### src/rtl/uart_pkg.sv
// Shared UART definitions: receiver state encoding, legal parameter ranges and
// a frame-format record that a matching transmitter can reuse.
package uart_pkg;

  typedef enum logic [2:0] {
    IDLE,
    START,
    DATA,
    PARITY,
    STOP,
    BREAK
  } uart_rx_state_t;

  localparam int MIN_CLKS_PER_BIT = 4;
  localparam int MIN_DATA_BITS    = 5;
  localparam int MAX_DATA_BITS    = 9;

  typedef struct packed {
    logic [15:0] clks_per_bit;
    logic [3:0]  data_bits;
    logic        parity_en;
    logic        parity_odd;
  } uart_cfg_t;

endpackage

### src/rtl/uart_bit_timer.sv
// Bit-period counter: flags the half-bit point (start-bit qualification) and
// the full-bit point (every later sample). Wraps on its own at the full-bit point.
module uart_bit_timer
  import uart_pkg::*;
#(
  parameter int CLKS_PER_BIT = 104
) (
  input  logic clock,
  input  logic reset,
  input  logic clear,
  input  logic enable,
  output logic mid,
  output logic tick
);

  localparam int W = $clog2(CLKS_PER_BIT);
  localparam logic [W-1:0] MID_CNT  = W'(CLKS_PER_BIT / 2 - 1);
  localparam logic [W-1:0] TICK_CNT = W'(CLKS_PER_BIT - 1);

  if (CLKS_PER_BIT < MIN_CLKS_PER_BIT) begin : g_bad_period
    $error("uart_bit_timer: CLKS_PER_BIT below minimum");
  end

  logic [W-1:0] count_q, count_d;

  assign mid  = (count_q == MID_CNT);
  assign tick = (count_q == TICK_CNT);

  // NOTE: every variable assigned in always_comb gets a default first, so no path leaves it unassigned and no latch is inferred.
  always_comb begin
    count_d = count_q;
    if (clear) begin
      count_d = '0;
    end else if (enable) begin
      count_d = tick ? '0 : count_q + W'(1);
    end
  end

  // NOTE: sequential state uses non-blocking assignments so all flops update from pre-edge values, independent of statement order.
  always_ff @(posedge clock or negedge reset) begin
    if (!reset) begin
      count_q <= '0;
    end else begin
      count_q <= count_d;
    end
  end

endmodule

### src/rtl/uart_rx_stream.sv
// Parametrised UART receiver with synchroniser, glitch rejection, framing check
// and a one-word valid/ready holding register. Define UART_RX_PARITY_EN for parity.
module uart_rx_stream
  import uart_pkg::*;
#(
  parameter int CLKS_PER_BIT = 104,
  parameter int DATA_BITS    = 8,
  parameter int PARITY_ODD   = 0
) (
  input  logic                 clock,
  input  logic                 reset,
  input  logic                 rx_pin,
  output logic [DATA_BITS-1:0] rx_data,
  output logic                 rx_valid,
  input  logic                 rx_ready,
  output logic                 frame_err,
  output logic                 parity_err,
  output logic                 overrun
);

  localparam int BCW = $clog2(DATA_BITS);
  localparam logic [BCW-1:0] LAST_BIT = BCW'(DATA_BITS - 1);

  if (DATA_BITS < MIN_DATA_BITS || DATA_BITS > MAX_DATA_BITS ||
      PARITY_ODD < 0 || PARITY_ODD > 1) begin : g_bad_cfg
    $error("uart_rx_stream: DATA_BITS or PARITY_ODD out of range");
  end

  logic [1:0]           sync_q, sync_d;
  logic                 rx_s;
  uart_rx_state_t       state_q, state_d;
  logic [DATA_BITS-1:0] shift_q, shift_d;
  logic [BCW-1:0]       bit_cnt_q, bit_cnt_d;
  logic [DATA_BITS-1:0] rx_data_q, rx_data_d;
  logic                 rx_valid_q, rx_valid_d;
  logic                 frame_err_q, frame_err_d;
  logic                 overrun_q, overrun_d;
  logic                 deliver;
  logic                 mid, tick, timer_clear;
`ifdef UART_RX_PARITY_EN
  logic                 par_bad_q, par_bad_d;
  logic                 parity_err_q, parity_err_d;
`endif

  assign rx_s = sync_q[1];

  // Every state entry restarts the bit period; IDLE holds the timer at zero.
  assign timer_clear = (state_d != state_q) || (state_q == IDLE);

  uart_bit_timer #(
    .CLKS_PER_BIT(CLKS_PER_BIT)
  ) u_bit_timer (
    .clock (clock),
    .reset (reset),
    .clear (timer_clear),
    .enable(1'b1),
    .mid   (mid),
    .tick  (tick)
  );

  always_comb begin
    sync_d      = {sync_q[0], rx_pin};
    state_d     = state_q;
    shift_d     = shift_q;
    bit_cnt_d   = bit_cnt_q;
    deliver     = 1'b0;
    frame_err_d = 1'b0;
`ifdef UART_RX_PARITY_EN
    par_bad_d    = par_bad_q;
    parity_err_d = 1'b0;
`endif

    case (state_q)
      IDLE: if (!rx_s) state_d = START;

      START: if (mid) begin
        bit_cnt_d = '0;
        state_d   = rx_s ? IDLE : DATA;
`ifdef UART_RX_PARITY_EN
        par_bad_d = 1'b0;
`endif
      end

      DATA: if (tick) begin
        shift_d = {rx_s, shift_q[DATA_BITS-1:1]};
        if (bit_cnt_q == LAST_BIT) begin
          bit_cnt_d = '0;
`ifdef UART_RX_PARITY_EN
          state_d = PARITY;
`else
          state_d = STOP;
`endif
        end else begin
          bit_cnt_d = bit_cnt_q + BCW'(1);
        end
      end

`ifdef UART_RX_PARITY_EN
      PARITY: if (tick) begin
        par_bad_d = rx_s ^ (^shift_q) ^ 1'(PARITY_ODD);
        state_d   = STOP;
      end
`endif

      STOP: if (tick) begin
        frame_err_d = !rx_s;
        state_d     = rx_s ? IDLE : BREAK;
`ifdef UART_RX_PARITY_EN
        parity_err_d = par_bad_q;
        deliver      = rx_s && !par_bad_q;
`else
        deliver      = rx_s;
`endif
      end

      BREAK: if (rx_s) state_d = IDLE;

      default: state_d = IDLE;
    endcase

    // A full holding register only takes a new word if it is drained this cycle.
    rx_data_d  = rx_data_q;
    rx_valid_d = rx_valid_q;
    overrun_d  = 1'b0;
    if (deliver) begin
      if (!rx_valid_q || rx_ready) begin
        rx_data_d  = shift_q;
        rx_valid_d = 1'b1;
      end else begin
        overrun_d = 1'b1;
      end
    end else if (rx_ready) begin
      rx_valid_d = 1'b0;
    end
  end

  always_ff @(posedge clock or negedge reset) begin
    if (!reset) begin
      sync_q      <= 2'b11;
      state_q     <= IDLE;
      shift_q     <= '0;
      bit_cnt_q   <= '0;
      rx_data_q   <= '0;
      rx_valid_q  <= 1'b0;
      frame_err_q <= 1'b0;
      overrun_q   <= 1'b0;
`ifdef UART_RX_PARITY_EN
      par_bad_q    <= 1'b0;
      parity_err_q <= 1'b0;
`endif
    end else begin
      sync_q      <= sync_d;
      state_q     <= state_d;
      shift_q     <= shift_d;
      bit_cnt_q   <= bit_cnt_d;
      rx_data_q   <= rx_data_d;
      rx_valid_q  <= rx_valid_d;
      frame_err_q <= frame_err_d;
      overrun_q   <= overrun_d;
`ifdef UART_RX_PARITY_EN
      par_bad_q    <= par_bad_d;
      parity_err_q <= parity_err_d;
`endif
    end
  end

  assign rx_data   = rx_data_q;
  assign rx_valid  = rx_valid_q;
  assign frame_err = frame_err_q;
  assign overrun   = overrun_q;
`ifdef UART_RX_PARITY_EN
  assign parity_err = parity_err_q;
`else
  assign parity_err = 1'b0;
`endif

endmodule

### config.mk
export PLATFORM = sky130hd
export DESIGN_NAME = uart_rx_stream
export DESIGN_NICKNAME = d
export VERILOG_FILES = /design/src/rtl/uart_pkg.sv /design/src/rtl/uart_bit_timer.sv /design/src/rtl/uart_rx_stream.sv
export SDC_FILE = /design/constraint.sdc
export NUM_CORES = 1
export LEC_CHECK = 0
export CAP_MARGIN = 20
export CELL_PAD_IN_SITES_DETAIL_PLACEMENT = 1
export CELL_PAD_IN_SITES_GLOBAL_PLACEMENT = 1
export CORE_ASPECT_RATIO = 0.9
export CORE_MARGIN = 5
export CORE_UTILIZATION = 51
export CTS_BUF_LIST = sky130_fd_sc_hd__clkbuf_4 sky130_fd_sc_hd__clkbuf_8
export CTS_CLUSTER_DIAMETER = 60
export DETAILED_ROUTE_END_ITERATION = 7
export GPL_ROUTABILITY_DRIVEN = 0
export PLACE_DENSITY_LB_ADDON = 0.1
export REMOVE_ABC_BUFFERS = 1
export SLEW_MARGIN = 10
export SYNTH_ARGS = -nofsm -noshare
export SYNTH_HDL_FRONTEND = slang
export SYNTH_HIERARCHICAL = 1
export SYNTH_SLANG_ARGS = --single-unit
### constraint.sdc
create_clock -name clock -period 6 [get_ports clock]
set_clock_uncertainty 0.1 [all_clocks]
set_input_delay 1.5 -clock clock [delete_from_list [all_inputs] [get_ports clock]]
set_output_delay 1.5 -clock clock [all_outputs]
set_load 0.05 [all_outputs]
## Yosys cells after proc, flatten, opt, wreduce, memory -nomap -nowiden

Index checks and enable logic that the tools add are counted.

- Flip-flop bits (word level): 34
- Input bits: 4
- Output and inout bits: 12
- Logic and storage cells: 57

- $add $sub $neg: 2
- Equal/unequal tests: 11
- Mux-type cells: 24
- Reduce and logical (&&, ||, !) cells: 11

Operator list:

| cell | count |
|---|---|
| $mux W3 | 10 |
| $pmux W3 S5 | 1 |
| $mux W7 | 2 |
| $eq A3 B3 Y1 const B | 3 |
| $mux W1 | 9 |
| $add A7 B1 Y7 const B | 1 |
| $eq A7 B6 Y1 const B | 1 |
| $eq A7 B7 Y1 const B | 1 |
| $pmux W3 S2 | 1 |
| $reduce_and A2 Y1 | 3 |
| $ne A2 B1 Y1 const B | 2 |
| $reduce_bool A2 Y1 | 2 |
| $add A3 B1 Y3 const B | 1 |
| $eq A3 B1 Y1 const B | 1 |
| $eq A3 B2 Y1 const B | 1 |
| $logic_not A3 Y1 | 1 |
| $ne A3 B3 Y1 | 1 |
| $reduce_and A3 Y1 | 1 |
| $logic_not A1 Y1 | 2 |
| $logic_or A1 B1 Y1 | 2 |
| $mux W2 | 1 |
| $ne A2 B2 Y1 const B | 1 |

## Depth between registers and ports, before layout

Gate-level depths: netlist (run 1).

- Word-level depth: 7
- Gate-level depth with buffers: 9
- Depth with buffers taken out: 9

## By module

The synthesis (run 1) kept the hierarchy.

By module, submodules not included:

| module | instances | cells each | area each (sq um) | seq. area each (sq um) |
|---|---|---|---|---|
| uart_rx_stream | 1 | 94 | 1214.9 | 678.2 |
| uart_bit_timer | 1 | 43 | 422.9 | 175.2 |

## Worst setup path before layout (run 1)

No wires, ideal clock.

- Kind: input to register
- Start: input port rx_ready
- End: register rx_data_q[0], in the netlist rx_data[0]
- Library setup time: 125 ps
- Data arrival time: 2399 ps
- Required time: 5775 ps
- Path slack: 3377 ps
- Stages: 3
- Buffers on the path: 0
- Path through: nand2b_1 nor4b_4 mux2_2

- Word-level cells in the longest chain between the ends: 2

Ends and longest elaborated chain:

| what | line | source |
|---|---|---|
| start, declared | uart_rx_stream.sv:15 | `input logic rx_ready,` |
| $logic_or A1 B1 Y1 | uart_rx_stream.sv:126 | `if (!rx_valid_q \|\| rx_ready) begin` |
| $reduce_and A2 Y1 (no source line) | - |  |
| end signal, assigned | uart_rx_stream.sv:156 | `rx_data_q <= rx_data_d;` |
| end, declared | uart_rx_stream.sv:34 | `logic [DATA_BITS-1:0] rx_data_q, rx_data_d;` |

Every way passes these cells.
A chain may end at the register's enable or synchronous reset.

## Final worst setup path (run 1)

- Start: register rx_data_q[7], in the netlist rx_data[7]
- End: output port rx_data[7]

RTL lines:

| what | line | source |
|---|---|---|
| end, declared | uart_rx_stream.sv:13 | `output logic [DATA_BITS-1:0] rx_data,` |

No word-level cell between the ends.

==> flow_metrics.py, run 1 <==
metrics = {
    "run_status": {
        "outcome": "completed",
    },
    "grt": {
        "use_met3_pct": 5.33,
        "grt_pass1_vias": 1227,
        "grt_pass1_wl_um": 6090,
        "grt_max_degree": 35,
        "overflow": 0,
        "grt_most_used_layer": "met2",
        "grtUsageTotal_pct": 17.4,
        "grt_use_met2_pct": 31.0,
        "antenna_found_initial": 0,
        "use_met1_pct": 19.8,
    },
    "power": {
        "peakVddDrop_v": 0.000236,
        "total_power_mw": 0.534,
        "p_per_area_nw_per_um2": 288,
        "p_leak_nw": 0.853,
    },
    "timing": {
        "layout_min_cycle_time_ps": 3130,
        "fin_ws_ps": 2870,
        "min_period_over_period_pct": 52.1,
        "tightest_slew_ps": 751,
        "slew_viol_final": 0,
        "rsz0062_at_grt": "no",
        "hold_viol_final": 0,
        "slew_headroom_pct": 49.5,
        "finalSetupViolCount": 0,
        "tns_ps": 0,
        "clock.fmax_mhz": 320,
    },
    "worst_setup_path": {
        "path_cells": "clkdlybuf4s50_1",
        "cp_max_fo": 2,
        "worst-path-buf-inv": 1,
        "cp.arrival_ps": 1530,
        "cp_slowest_stage_delay_ps": 820,
        "start_kind": "flip-flop",
        "required_ps": 4400,
        "cp_slowest_cell": "clkdlybuf4s50_1",
        "critPathKind": "flip-flop to output port",
        "crit_path_end_kind": "output port",
        "cp_top_family": "buffers and inverters",
    },
    "detailed_routing": {
        "num_vias": 1105,
        "vias_per_cell": 5.64,
        "ant_nets": 0,
        "wl_per_cell_um": 16.9,
        "drtIter0Drc": 23,
        "drtPass1Iterations": 4,
        "routed_wl_um": 3300,
        "drc": 0,
    },
    "cts": {
        "postCtsSetupBuffers": 0,
        "clock-sinks": 34,
        "cts_hold_buf": 0,
        "post_cts_resized": 0,
        "cts_inserted_buffers": 5,
        "clockRootBuffer": "clkbuf_4",
        "cts_max_path_buffers": 2,
        "cts_tree": "done",
        "clk_pin_slew_worst_paths_ps": 110,
        "clk_latency_ps": 340,
        "htreeDepth": 2,
    },
    "synthesis": {
        "synth_xor_area_share_pct": 1.60,
        "seq_area_frac_synth_pct": 52.1,
        "synth_mux_area_share_pct": 13.5,
        "synth_warnings": 6,
        "syn_area_um2": 1640,
        "synthArstFlopShare_pct": 100,
        "ys_types": 49,
        "synth_edf_count": 0,
        "synth_compound_area_share_pct": 8.56,
        "synth_top_family_by_area": "simple AND/OR/NAND/NOR gates",
        "netlist_instances": 137,
        "synth_seq_cells": 34,
        "synth_flop_cell": "dfrtp_1",
        "synth-simple-area-share_pct": 17.6,
        "synth_area_per_cell_um2": 12.0,
        "synthAdderAreaFrac_pct": 2.29,
    },
    "floorplanning": {
        "initial_utilization_pct": 53.4,
        "io_pins": 16,
        "dieWidth_um": 69.7,
        "chipHeight_um": 63.8,
        "core.rowCount": 19,
        "core-area_um2": 3070,
        "die-area_um2": 4450,
    },
    "place": {
        "portBuffers": 14,
        "dp_hpwl_um": 2400,
        "preCtsSetupSlack_ps": 2700,
        "place_area_um2": 1790,
    },
    "final_layout": {
        "layout-drive-gt1-share_pct": 22.7,
        "final_cell_mix": "dfrtp_1, mux2_2, clkdlybuf4s50_1",
        "diodes": 0,
        "design_area_um2": 1860,
        "fin_nets": 160,
        "final_common_cell": "dfrtp_1",
        "area_growth_pct": 13.4,
    },
    "run": {
        "maxCapViolations": 0,
    },
    "hold_path": {
        "holdCritPathClass": "flip-flop to flip-flop",
    },
}
## state kept, by name, summed over array words and instances (netlist names)
signal,count
u_bit_timer/count_q,7
sync_q,2
state_q,3
overrun,1
bit_cnt_q,3
rx_data,8
frame_err,1
shift_q,8
rx_valid,1
## cells in the mapped netlist (3+ instances only)
master	n	area, um2
a21oi_1	4	20.0
dfrtp_1	32	801
mux2_2	17	191
nand2_1	9	33.8
mux2i_1	3	30.0
ha_1	3	37.5
nor2_1	9	33.8
inv_1	5	18.8
nand4_1	3	18.8
## metrics by stage
stage               util [%]  cells  hold WS, ps
floorplan                  -    131          245
detailed placement      58.5    188          248
global placement        58.5    188          246
finish                  60.6    196          263
CTS                     60.6    196          265
global route            60.6    196          275
## layout make-up
type                    count  area (um2)
flip-flops and latches     34         853
well taps                  42        52.6
multi-input cells          92         722
fillers                   326        1210
clock buffers               6        51.3
clock inverters             2        12.5
repair buffers             15         148
inverters                   5        18.8
## cells by family (layout without fill, tap and decap cells)
| logic type | count (synthesis) | in the layout |
|---|---|---|
| buffers and inverters | 11 | 28 |
| AO/OA/AOI/OAI | 19 | 19 |
| AND/OR/NAND/NOR | 45 | 45 |
| flip-flops | 34 | 34 |
| multiplexers | 20 | 20 |
| adder cells (fa/ha/maj) | 3 | 3 |
| XOR/XNOR | 3 | 3 |
| other | 2 | 2 |
## power by group
group / total [mW] / leakage (nW) / internal (mW) / switching [mW]
clock: 0.136 / 0.0343 / 0.0563 / 0.0800
combinational: 0.106 / 0.368 / 0.0481 / 0.0575
sequential: 0.292 / 0.451 / 0.253 / 0.0392
total: 0.534 / 0.853 / 0.357 / 0.177
## per-layer routing
layer / vias to the layer above / share of wire [%]
met4: 0 / 1.7
met3: 5 / 3.9
met5: - / 0
met2: 17 / 51
li1: 522 / -
met1: 561 / 43
## path summary, 6_finish.rpt
path / to / startpoint / slack (ps) / cells past startpoint
worst max-delay path: rx_data[7] / rx_data[7]$_DFFE_PN0P_ / 2870 / 1
worst min-delay path: sync_q[1]$_DFF_PN1_ / sync_q[0]$_DFF_PN1_ / 260 / 0
worst max register to register: u_bit_timer/count_q[5]$_DFFE_PN0P_ / u_bit_timer/count_q[0]$_DFFE_PN0P_ / 3050 / 9
worst min register to register: sync_q[1]$_DFF_PN1_ / sync_q[0]$_DFF_PN1_ / 260 / 0
max in group asynchronous: sync_q[0]$_DFF_PN1_ / reset / 4020 / 2
min in group asynchronous: bit_cnt_q[0]$_DFFE_PN0P_ / reset / 1450 / 2
(Power assumes the default switching activity.)
==> inputs of run 2 (changes only) <==
--- a/config.mk
+++ b/config.mk
@@ -10,7 +10,7 @@
 export CELL_PAD_IN_SITES_GLOBAL_PLACEMENT = 1
 export CORE_ASPECT_RATIO = 0.9
 export CORE_MARGIN = 5
-export CORE_UTILIZATION = 51
+export CORE_UTILIZATION = 47
 export CTS_BUF_LIST = sky130_fd_sc_hd__clkbuf_4 sky130_fd_sc_hd__clkbuf_8
 export CTS_CLUSTER_DIAMETER = 60
 export DETAILED_ROUTE_END_ITERATION = 7
==> constraint.sdc (replaced) <==
create_clock -name clock -period 3 [get_ports clock]
set_clock_uncertainty 0.1 [all_clocks]
set_input_delay 0.75 -clock clock [delete_from_list [all_inputs] [get_ports clock]]
set_output_delay 0.75 -clock clock [all_outputs]
set_load 0.05 [all_outputs]
==> run 2 against run 1 <==
Global-route usage is 2.5 points lower. Setup slack lost 2500 ps. Via count up 0.90%. Final area is 2.6% higher. Combinational power grew 100%. Hold slack worse by 9.1 ps.
==> flow_metrics.py, run 2 (same netlist as run 1, synthesis figures left out) <==
metrics = {
    "hold_path": {
        "holdCritPathClass": "flip-flop to flip-flop",
        "hold-path-cell-count": 0,
    },
    "cts": {
        "htreeDepth": 2,
        "clk_pin_slew_worst_paths_ps": 70,
        "post_cts_resized": 0,
        "postCtsSetupBuffers": 0,
        "cts_tree": "done",
        "cts_hold_buf": 0,
        "clock-sinks": 34,
        "cts_inserted_buffers": 5,
        "cts_max_path_buffers": 2,
        "clk_latency_ps": 280,
        "clockRootBuffer": "clkbuf_8",
    },
    "final_layout": {
        "register_area_um2": 853,
        "fin_nets": 162,
        "final_cell_mix": "dfrtp_1, mux2_2, clkdlybuf4s50_1",
        "diodes": 0,
        "final_common_cell": "dfrtp_1",
        "area_growth_pct": 16.4,
        "layout-drive-gt1-share_pct": 23.7,
        "fillers": 354,
        "fin_cells": 200,
        "design_area_um2": 1910,
        "multi_input_area_um2": 722,
    },
    "timing": {
        "min_period_over_period_pct": 87.5,
        "slew_headroom_pct": 48.3,
        "clock.fmax_mhz": 381,
        "tns_ps": 0,
        "slew_viol_final": 0,
        "layout_min_cycle_time_ps": 2630,
        "rsz0062_at_grt": "no",
        "tightest_slew_ps": 769,
        "finalSetupViolCount": 0,
        "hold_viol_final": 0,
    },
    "worst_setup_path": {
        "cp_top_family": "simple AND/OR/NAND/NOR gates",
        "cp.arrival_ps": 2710,
        "worst-path-stages": 9,
        "required_ps": 3090,
        "critPathKind": "flip-flop to flip-flop",
        "worst-path-buf-inv": 0,
        "cp_max_fo": 8,
        "cp_slowest_cell": "dfrtp_1",
        "path_cells": "ha_1 > and2_2 > and4b_1 > and2_1 > o21ai_0 > o2111ai_1 > or3b_1 > o32a_1 > o31ai_1",
        "crit_path_end_kind": "flip-flop",
        "start_kind": "flip-flop",
        "rr_worst_depth": 9,
        "cp_slowest_stage_delay_ps": 410,
    },
    "power": {
        "peakVddDrop_v": 0.000359,
        "total_power_mw": 1.15,
        "p_per_area_nw_per_um2": 603,
        "p_leak_nw": 0.881,
    },
    "floorplanning": {
        "dieWidth_um": 72.2,
        "core-area_um2": 3380,
        "io_pins": 16,
        "die-area_um2": 4770,
        "chipHeight_um": 66,
        "core.rowCount": 20,
        "initial_utilization_pct": 48.5,
    },
    "grt": {
        "overflow": 0,
        "grt_pass1_vias": 1169,
        "grt_max_degree": 35,
        "grt_pass1_wl_um": 5520,
        "antenna_found_initial": 0,
        "grtUsageTotal_pct": 14.9,
    },
    "place": {
        "place_area_um2": 1810,
        "portBuffers": 14,
        "dp_hpwl_um": 2240,
        "place_inst": 192,
    },
    "detailed_routing": {
        "drtIter0Drc": 44,
        "routed_wl_um": 3050,
        "vias_per_cell": 5.58,
        "ant_nets": 0,
        "drc": 0,
        "num_vias": 1115,
        "drtPass1Iterations": 4,
        "wl_per_cell_um": 15.3,
    },
    "run": {
        "maxCapViolations": 0,
    },
    "run_status": {
        "outcome": "completed",
    },
}
-- run 2: cell count changes in the layout (fill, tap and decap cells not counted), sizes merged --
cell	previous run	this run
buf	1	3
clkinvlp	1	0
clkbuf	6	7
-- run 2: metal layers --
metal	share of wire, %	vias up	global-route usage, %	wire, um
met5	0	-	0	0
met3	4.6	5	3.80	141
li1	-	525	-	-
met1	45	565	19.0	1370
met2	49	20	24.5	1510
met4	0.95	0	4.93	29
-- run 2: final timing paths --
kind                                                    start                                  to  slack (ps)
hold / removal                            sync_q[0]$_DFF_PN1_                 sync_q[1]$_DFF_PN1_         250
hold reg to reg                           sync_q[0]$_DFF_PN1_                 sync_q[1]$_DFF_PN1_         250
min in group asynchronous                               reset  u_bit_timer/count_q[2]$_DFFE_PN0P_         770
setup / recovery           u_bit_timer/count_q[0]$_DFFE_PN0P_  u_bit_timer/count_q[5]$_DFFE_PN0P_         370
setup reg to reg           u_bit_timer/count_q[0]$_DFFE_PN0P_  u_bit_timer/count_q[5]$_DFFE_PN0P_         370
max in group asynchronous                               reset                 sync_q[0]$_DFF_PN1_        1700
-- run 2: per-stage QoR --
stage / util, % / worst slack, ps / hold WS (ps)
3_3_place_gp: 53.6 / 479 / 245
6_report: 56.4 / 375 / 254
5_1_grt: 56.4 / 156 / 269
2_1_floorplan: - / 427 / 245
4_1_cts: 56.4 / 360 / 259
3_5_place_dp: 53.6 / 398 / 250
-- run 2: power breakdown --
part | switching, mW | total (mW) | internal (mW)
combinational | 0.113 | 0.217 | 0.103
sequential | 0.0765 | 0.583 | 0.507
clock | 0.155 | 0.349 | 0.194
total | 0.345 | 1.15 | 0.804
-- run 2: layout make-up --
class                           count  area share [%]
Sequential cell                    34            44.8
Multi-Input combinational cell     92            37.9
Timing Repair Buffer               17            8.53
Clock buffer                        7            4.72
Tap cell                           44            2.89
Inverter                            5           0.984
Clock inverter                      1           0.262
